--- config.mk ---
export PLATFORM = sky130hd
export DESIGN_NAME = paritybit_frame_tx
export DESIGN_NICKNAME = d
export VERILOG_FILES = /design/src/rtl/paritybit_frame_tx.sv
export SDC_FILE = /design/constraint.sdc
export NUM_CORES = 1
export LEC_CHECK = 0
export ABC_AREA = 1
export BUFFER_PORTS_ARGS = -buffer_cell sky130_fd_sc_hd__buf_2
export CAP_MARGIN = 10
export CORE_MARGIN = 3
export CORE_UTILIZATION = 55
export DETAILED_ROUTE_END_ITERATION = 6
export GPL_TIMING_DRIVEN = 0
export HOLD_SLACK_MARGIN = 0.1
export PLACE_DENSITY = 0.84
export SKIP_CTS_REPAIR_TIMING = 1
export SLEW_MARGIN = 20
export SYNTH_ARGS = -nofsm -noshare
export SYNTH_HDL_FRONTEND = slang
export SYNTH_SLANG_ARGS = --single-unit
--- constraint.sdc ---
create_clock -name clk -period 1.75 [get_ports clk]
set_input_delay 0.2625 -clock clk [delete_from_list [all_inputs] [get_ports clk]]
set_output_delay 0.2625 -clock clk [all_outputs]
set_load 0.01 [all_outputs]
--- src/rtl/paritybit_frame_tx.sv ---
// Serial frame transmitter: start, 4 data bits LSB first, parity, stop.
// Each bit is held for CLKS_PER_BIT clocks. Parity comes from paritybit_generator.

module paritybit_generator (
   input  logic a,
   input  logic b,
   input  logic c,
   input  logic d,
   output logic e
);
   assign e = a ^ b ^ c ^ d;
endmodule

module paritybit_frame_tx #(
   parameter int CLKS_PER_BIT = 10,
   parameter bit ODD_PARITY   = 1'b0
) (
   input  logic       clk,
   input  logic       rst,
   input  logic [3:0] in_data,
   input  logic       in_valid,
   output logic       in_ready,
   output logic       tx,
   output logic       busy,
   output logic       done
);
   typedef enum logic [2:0] {IDLE, START, DATA, PARITY, STOP} state_t;

   localparam int CW = (CLKS_PER_BIT > 1) ? $clog2(CLKS_PER_BIT) : 1;
   localparam logic [CW-1:0] CNT_MAX = CW'(CLKS_PER_BIT - 1);

   state_t          state, state_n;
   logic [CW-1:0]   cnt, cnt_n;
   logic [1:0]      idx, idx_n;
   logic [3:0]      data_q;
   logic            par;
   logic            accept;

   paritybit_generator u_par (
      .a(data_q[3]),
      .b(data_q[2]),
      .c(data_q[1]),
      .d(data_q[0]),
      .e(par)
   );

   assign accept = in_valid && (state == IDLE);

   // NOTE: every signal assigned here gets a default first, so no path leaves a latch.
   always_comb begin
      state_n = state;
      cnt_n   = cnt;
      idx_n   = idx;
      if (state == IDLE) begin
         if (accept) begin
            state_n = START;
            cnt_n   = '0;
            idx_n   = 2'd0;
         end
      end else if (cnt == CNT_MAX) begin
         cnt_n = '0;
         case (state)
            START:   begin state_n = DATA; idx_n = 2'd0; end
            DATA:    begin
               idx_n = idx + 2'd1;
               if (idx == 2'd3) state_n = PARITY;
            end
            PARITY:  state_n = STOP;
            STOP:    state_n = IDLE;
            default: state_n = IDLE;
         endcase
      end else begin
         cnt_n = cnt + 1'b1;
      end
   end

   // Outputs are registered from the next-state values so they line up with the state they describe.
   // NOTE: state and outputs update with non-blocking assignments so every register sees pre-edge values.
   always_ff @(posedge clk) begin
      if (rst) begin
         state    <= IDLE;
         cnt      <= '0;
         idx      <= 2'd0;
         tx       <= 1'b1;
         in_ready <= 1'b1;
         busy     <= 1'b0;
         done     <= 1'b0;
      end else begin
         state    <= state_n;
         cnt      <= cnt_n;
         idx      <= idx_n;
         in_ready <= (state_n == IDLE);
         busy     <= (state_n != IDLE);
         done     <= (state_n == STOP) && (cnt_n == CNT_MAX);
         case (state_n)
            START:   tx <= 1'b0;
            DATA:    tx <= data_q[idx_n];
            PARITY:  tx <= par ^ ODD_PARITY;
            default: tx <= 1'b1;
         endcase
      end
   end

   // NOTE: data_q is a plain payload register; it is always written before use, so it has no reset.
   always_ff @(posedge clk) begin
      if (!rst && accept) data_q <= in_data;
   end
endmodule
* Yosys cells after proc, flatten, opt, wreduce, memory -nomap -nowiden
Cells that the tools add are included.
** Word-level totals
- Register bits after elaboration :: 17
- Bits of input ports :: 7
- Output and inout bits :: 4
- Word-level logic and storage cells :: 46
** Operators by class
- Add/sub/neg operators :: 2
- Magnitude comparators :: 1
- Equality and inequality tests :: 10
- Multiplexer cells :: 15
- Bitwise logic cells :: 3
- Reductions and logical operators :: 7
** Operator list (number)
- 3-bit by 2-bit == test with 1-bit output (second input constant) :: 4
- 3-bit 2-to-1 mux :: 4
- 4-bit 2-to-1 mux :: 3
- 3-bit one-hot mux with 3 select lines :: 1
- 4-bit == test (second input constant) :: 2
- 3-bit by 1-bit == test with 1-bit output (second input constant) :: 2
- 3-bit zero test :: 2
- 2-bit 2-to-1 mux :: 3
- 4-bit by 1-bit adder with 4-bit output (second input constant) :: 1
- 2-bit one-hot mux with 2 select lines :: 1
- 3-bit == test (second input constant) :: 1
- 1-bit logical AND :: 3
- 2-bit by 3-bit less-than comparator with 1-bit output (second input constant) :: 1
- 1-bit one-hot mux with 3 select lines :: 1
- 3-bit nonzero test :: 1
- 1-bit XOR :: 3
- 2-bit by 1-bit adder with 2-bit output (second input constant) :: 1
- 1-bit binary-select mux with 2-bit select :: 1
- 2-bit == test (second input constant) :: 1
- 1-bit zero test :: 1
- 1-bit 2-to-1 mux :: 1

* Logic depth before layout (Yosys ltp)
- Word-level depth :: 7
- Depth in mapped cells :: 13
- Gate-level depth less buffers :: 13

* Modules after synthesis
From an unflattened synthesis, not the netlist that was laid out.
** Unflattened totals
- Cell total of the unflattened synthesis :: 118
- Area total of the unflattened synthesis :: 925.9 µm²
** Modules (own cells, without submodules)
- paritybit_frame_tx :: times used 1, cells each 103, area an instance 862.1 µm², seq. area each 380.4 µm²
- paritybit_generator :: times used 1, cells each 15, area an instance 63.8 µm², seq. area each 0.0 µm²

* Worst setup path after synthesis
No wires, ideal clock.
- Path type :: register to register
- Start point :: register cnt[0]
- End point :: register tx
- Library setup time :: 113 ps
- Data arrival time :: 1193 ps
- Data required time :: 1637 ps
- Path slack :: 444 ps
- Cell stages (with the launch flop) :: 13
- Buffers on the path :: 1
- Period minus slack after synthesis :: 1306 ps
- Cell sequence :: dfxtp_1 > nand2_1 > nor2_2 > buf_6 > nand2_1 > nand3_2 > nand2_4 > nand2_4 > nand2_1 > nand3_1 > nand3_1 > nand2_1 > nand2_1
** Between the ends
- Word-level cells in the longest chain between the ends :: 6
- Elaborated cells on any way between the ends :: 11
- Those cells by class :: 4 x eq/ne; 7 x mux
** RTL lines
- start: declaration :: RTL line 33 : logic [CW-1:0] cnt, cnt_n;
- start signal: assignment :: RTL line 90 : cnt <= cnt_n;
- 4-bit == test (*) :: RTL line 60 : end else if (cnt == CNT_MAX) begin
- 2-bit 2-to-1 mux :: RTL line 60
- 2-bit 2-to-1 mux :: RTL line 54 : if (state == IDLE) begin
- 1-bit binary-select mux with 2-bit select :: RTL line 97 : DATA: tx <= data_q[idx_n];
- 1-bit 2-to-1 mux (not written as such) :: RTL line 97
- 1-bit one-hot mux with 3 select lines (*) :: RTL line 95 : case (state_n)
- end signal: assignment :: RTL line 97
- end signal: assignment :: RTL line 98 : PARITY: tx <= par ^ ODD_PARITY;
- end: declaration :: RTL line 23 : output logic tx,
Mark *: on every way between the ends. The rest lies on a longest branch, timed or not. The select of a mux whose other input is x is not followed.
A chain may end at the register's enable or synchronous reset.

* Worst setup path in the final report
Same ends and word-level chain as after synthesis.

==> flow_summary.yaml <==
floorplanning:
  die_area_sq_um: 2160
  initial_utilization: 0.593
  die_height_microns: 46.5
  pin_count: 11
  die_x_microns: 46.5
  rows: 14
  core_footprint_sq_um: 1520
critical_path:
  critical_path_depth: 12
  timing_worst_setup_path_type: "reg2reg"
  reg_to_reg_start: "cnt[0]"
  crit_path_cell_trace: "nand2_1, nor2_2, buf_6, o21ai_1, nand2_1, nand2_1, nand2_1, inv_1, nand3_1, nand3_1, nand2_1, nand2_1"
  endpoint: "tx"
  critPathMaxStageDelay_ps: 420
  regToRegSetupSlack_ps: 270
  capture_instance_of_the_worst_register_to_register_path: "tx"
  worst-endpoint-arrival_ps: 1680
  critical_path.top_delay_family: "simple AND/OR/NAND/NOR gates"
  worstPathRequired_ps: 1950
  critPathCaptureType: "flop"
  worst_setup_path_start_kind: "flop"
  critical_path_maximum_fanout: 10
  cpMostUsedCell: "sky130_fd_sc_hd__nand2_1"
  crit_buf_inv: 2
  slowest_stage: "sky130_fd_sc_hd__dfxtp_1"
  worst_setup_path_startpoint: "cnt[0]"
  worst-r2r-cell-count: 12
place:
  dp.final_hpwl_mm: 1.21
  number_of_input_and_output_port_buffers_inserted: 10
  finalWeightedCongestion: 0.768
power:
  static-leakage-power_nw: 0.439
  share_comb_of_total_power: 0.152
  p_clk_frac: 0.277
  peakVddDrop_v: 0.000691
  p_int_mw: 0.547
  swShare: 0.273
  p_switching_mw: 0.206
  pwr-share-seq: 0.570
  p_per_area_nw_per_um2: 752
route:
  drt-initial-drc-count: 15
  route.final.wire_length_mm: 1.57
  routed_via_count: 722
  antenna_left: 0
  vias_per_cell: 5.01
  wl_per_cell_microns: 10.9
  length_of_the_first_detailed_routing_pass_in_iterations: 4
  detail_route.drc_violations: 0
sta:
  worstMarginPinSlew_ps: 424
  maxClockFrequency_ghz: 0.674
  final.hold.worst_slack_ps: 147
  final-setup-viol-count: 0
  totalNegativeSetupSlack_ps: 0
  final_period_minus_worst_setup_slack_ps: 1480
  setup_repair_after_global_routing_missed_its_margin: "no"
  slew_violations: 0
  finalCritPeriodShare: 0.848
  hold_violations: 0
  worst_slew_margin_rel: 0.717
  clock-skew-final_ps: 12.3
cells_and_area:
  drive_gt1_frac: 0.297
  antenna-diode-count: 0
  reg_area_sq_um: 380
  multi_input_area_sq_um: 433
  nFillCells: 126
  layout.nets: 137
  flow.area_growth_from_synthesis_pct: 10.8
yosys:
  synthTopCellsByArea: "sky130_fd_sc_hd__dfxtp_1 (29%), sky130_fd_sc_hd__edfxtp_1 (13%), sky130_fd_sc_hd__nand2_1 (7.9%)"
  synth_top_area_frac: 0.288
  synthesized_instance_count: 114
  syn_nets: 122
  synthesis.area_per_instance_sq_um: 7.92
  synth_sequential_area_ratio: 0.421
  dominantRegCellSynth: "sky130_fd_sc_hd__dfxtp_1"
  yosysMostFrequentCell: "sky130_fd_sc_hd__nand2_1"
  flip_flop_and_latch_count_after_synthesis: 17
  ys_async_sr_fraction: 0
  synth.cells.most_frequent: "sky130_fd_sc_hd__nand2_1 (19), sky130_fd_sc_hd__nor2_1 (14), sky130_fd_sc_hd__dfxtp_1 (13), sky130_fd_sc_hd__inv_1 (13), sky130_fd_sc_hd__nand3_1 (12)"
  synth_edf_count: 4
  netlist-cell-type-count: 28
  synth.cell_area_sq_um: 903
  synth_area_leader_cell: "sky130_fd_sc_hd__dfxtp_1"
  synthesis.yosys.warnings: 0
cts:
  tritoncts.num_buffers: 3
  clock-root-buffer: "sky130_fd_sc_hd__clkbuf_4"
  tritoncts: "done"
  cts.reportedPaths.clkPinSlew_ps: 110
  cts.htree.levels: 1
  cts-root-to-sink-buffers: 2
  clkSinkCount: 17
  clkLatencyLatePin_ps: 290
flow_run:
  max-cap-violations: 0
global_route:
  global_route_wire_length_before_repair_mm: 2.70
  grt_use_total: 0.176
  grt_pass1_vias: 657
  global_route.overflow_total: 0
  initial_antenna_violation_count: 0
  grt_max_degree: 11
outcome:
  run_status: "finished, final reports clean"
min_path:
  min_path_type: "in2reg"
## cell usage in the layout (no fill, tap or decap), types with 4 or more instances in the layout
| master | instances |
|---|---|
| sky130_fd_sc_hd__nand3_1 | 12 |
| sky130_fd_sc_hd__edfxtp_1 | 4 |
| sky130_fd_sc_hd__buf_2 | 10 |
| sky130_fd_sc_hd__dfxtp_1 | 13 |
| sky130_fd_sc_hd__nor2_1 | 14 |
| sky130_fd_sc_hd__inv_1 | 13 |
| sky130_fd_sc_hd__nand2_1 | 19 |
| sky130_fd_sc_hd__nand2_2 | 4 |
| sky130_fd_sc_hd__inv_2 | 6 |
## power groups by stage
stage | Sequential [mW] | Clock (mW) | Combinational (mW)
floorplan | 0.440 | 0 | 0.0832
global placement | 0.438 | 0 | 0.111
detailed placement | 0.438 | 0 | 0.115
CTS | 0.429 | 0.207 | 0.116
global route | 0.431 | 0.226 | 0.128
finish | 0.429 | 0.209 | 0.115
## flip-flops by register name, summed over array words and instances (netlist names)
signal    count
in_ready      1
idx           2
done          1
state         3
data_q        4
tx            1
busy          1
cnt           4
## logic make-up (layout without fill, tap and decap cells)
logic type	count (synthesis)	in the layout	share of synthesized area
and+or+nand+nor	60	60	0.357
AOI/OAI and AO/OA	11	11	0.0789
xor gates and xnor gates	3	3	0.0291
DFF	17	17	0.421
buffers and inverters	22	36	0.0997
adders and majority gates	1	1	0.0138
## metrics by stage
step                utilization  worst slack [ps]  std cells  instance area, sq um  power (mW)
floorplan                     -               444        114                   903       0.524
global route              0.657               132        144                  1000       0.785
detailed placement        0.639               295        140                   973       0.553
CTS                       0.657               275        144                  1000       0.752
finish                    0.657               266        144                  1000       0.753
global placement          0.639               300        140                   973       0.549
## area by class of cell
type,count,share of cell area
plain buffers,2,0.0150
clock buffers,3,0.0225
clock inverters,1,0.00500
inverters,20,0.0750
multi-input cells,75,0.432
flip-flops and latches,17,0.380
well taps,16,0.0200
repair buffers,10,0.0500
## per-layer routing
layer	global-route usage	wire [microns]
met4	0.0682	19
met3	0.0391	69
met2	0.305	798
met5	0	0
met1	0.208	683
## worst reg2reg max path: stages, from the launching register on
cell and delay (ps):
sky130_fd_sc_hd__dfxtp_1 420, sky130_fd_sc_hd__nand2_1 90, sky130_fd_sc_hd__nor2_2 130, sky130_fd_sc_hd__buf_6 150, sky130_fd_sc_hd__o21ai_1 90, sky130_fd_sc_hd__nand2_1 60, sky130_fd_sc_hd__nand2_1 40, sky130_fd_sc_hd__nand2_1 90
sky130_fd_sc_hd__inv_1 50, sky130_fd_sc_hd__nand3_1 80, sky130_fd_sc_hd__nand3_1 70, sky130_fd_sc_hd__nand2_1 60, sky130_fd_sc_hd__nand2_1 40
## worst min-delay path by stage
stage          startpoint   endpoint  slack [ps]  depth (start not counted)
2_1_floorplan         rst     cnt[0]         340                          1
3_3_place_gp   in_data[2]  data_q[2]         440                          1
3_5_place_dp   in_data[0]  data_q[0]         440                          1
4_1_cts        in_data[0]  data_q[0]         150                          1
5_1_grt        in_data[1]  data_q[1]         140                          1
6_report              rst     cnt[0]         150                          2
(Power assumes the default switching activity.)
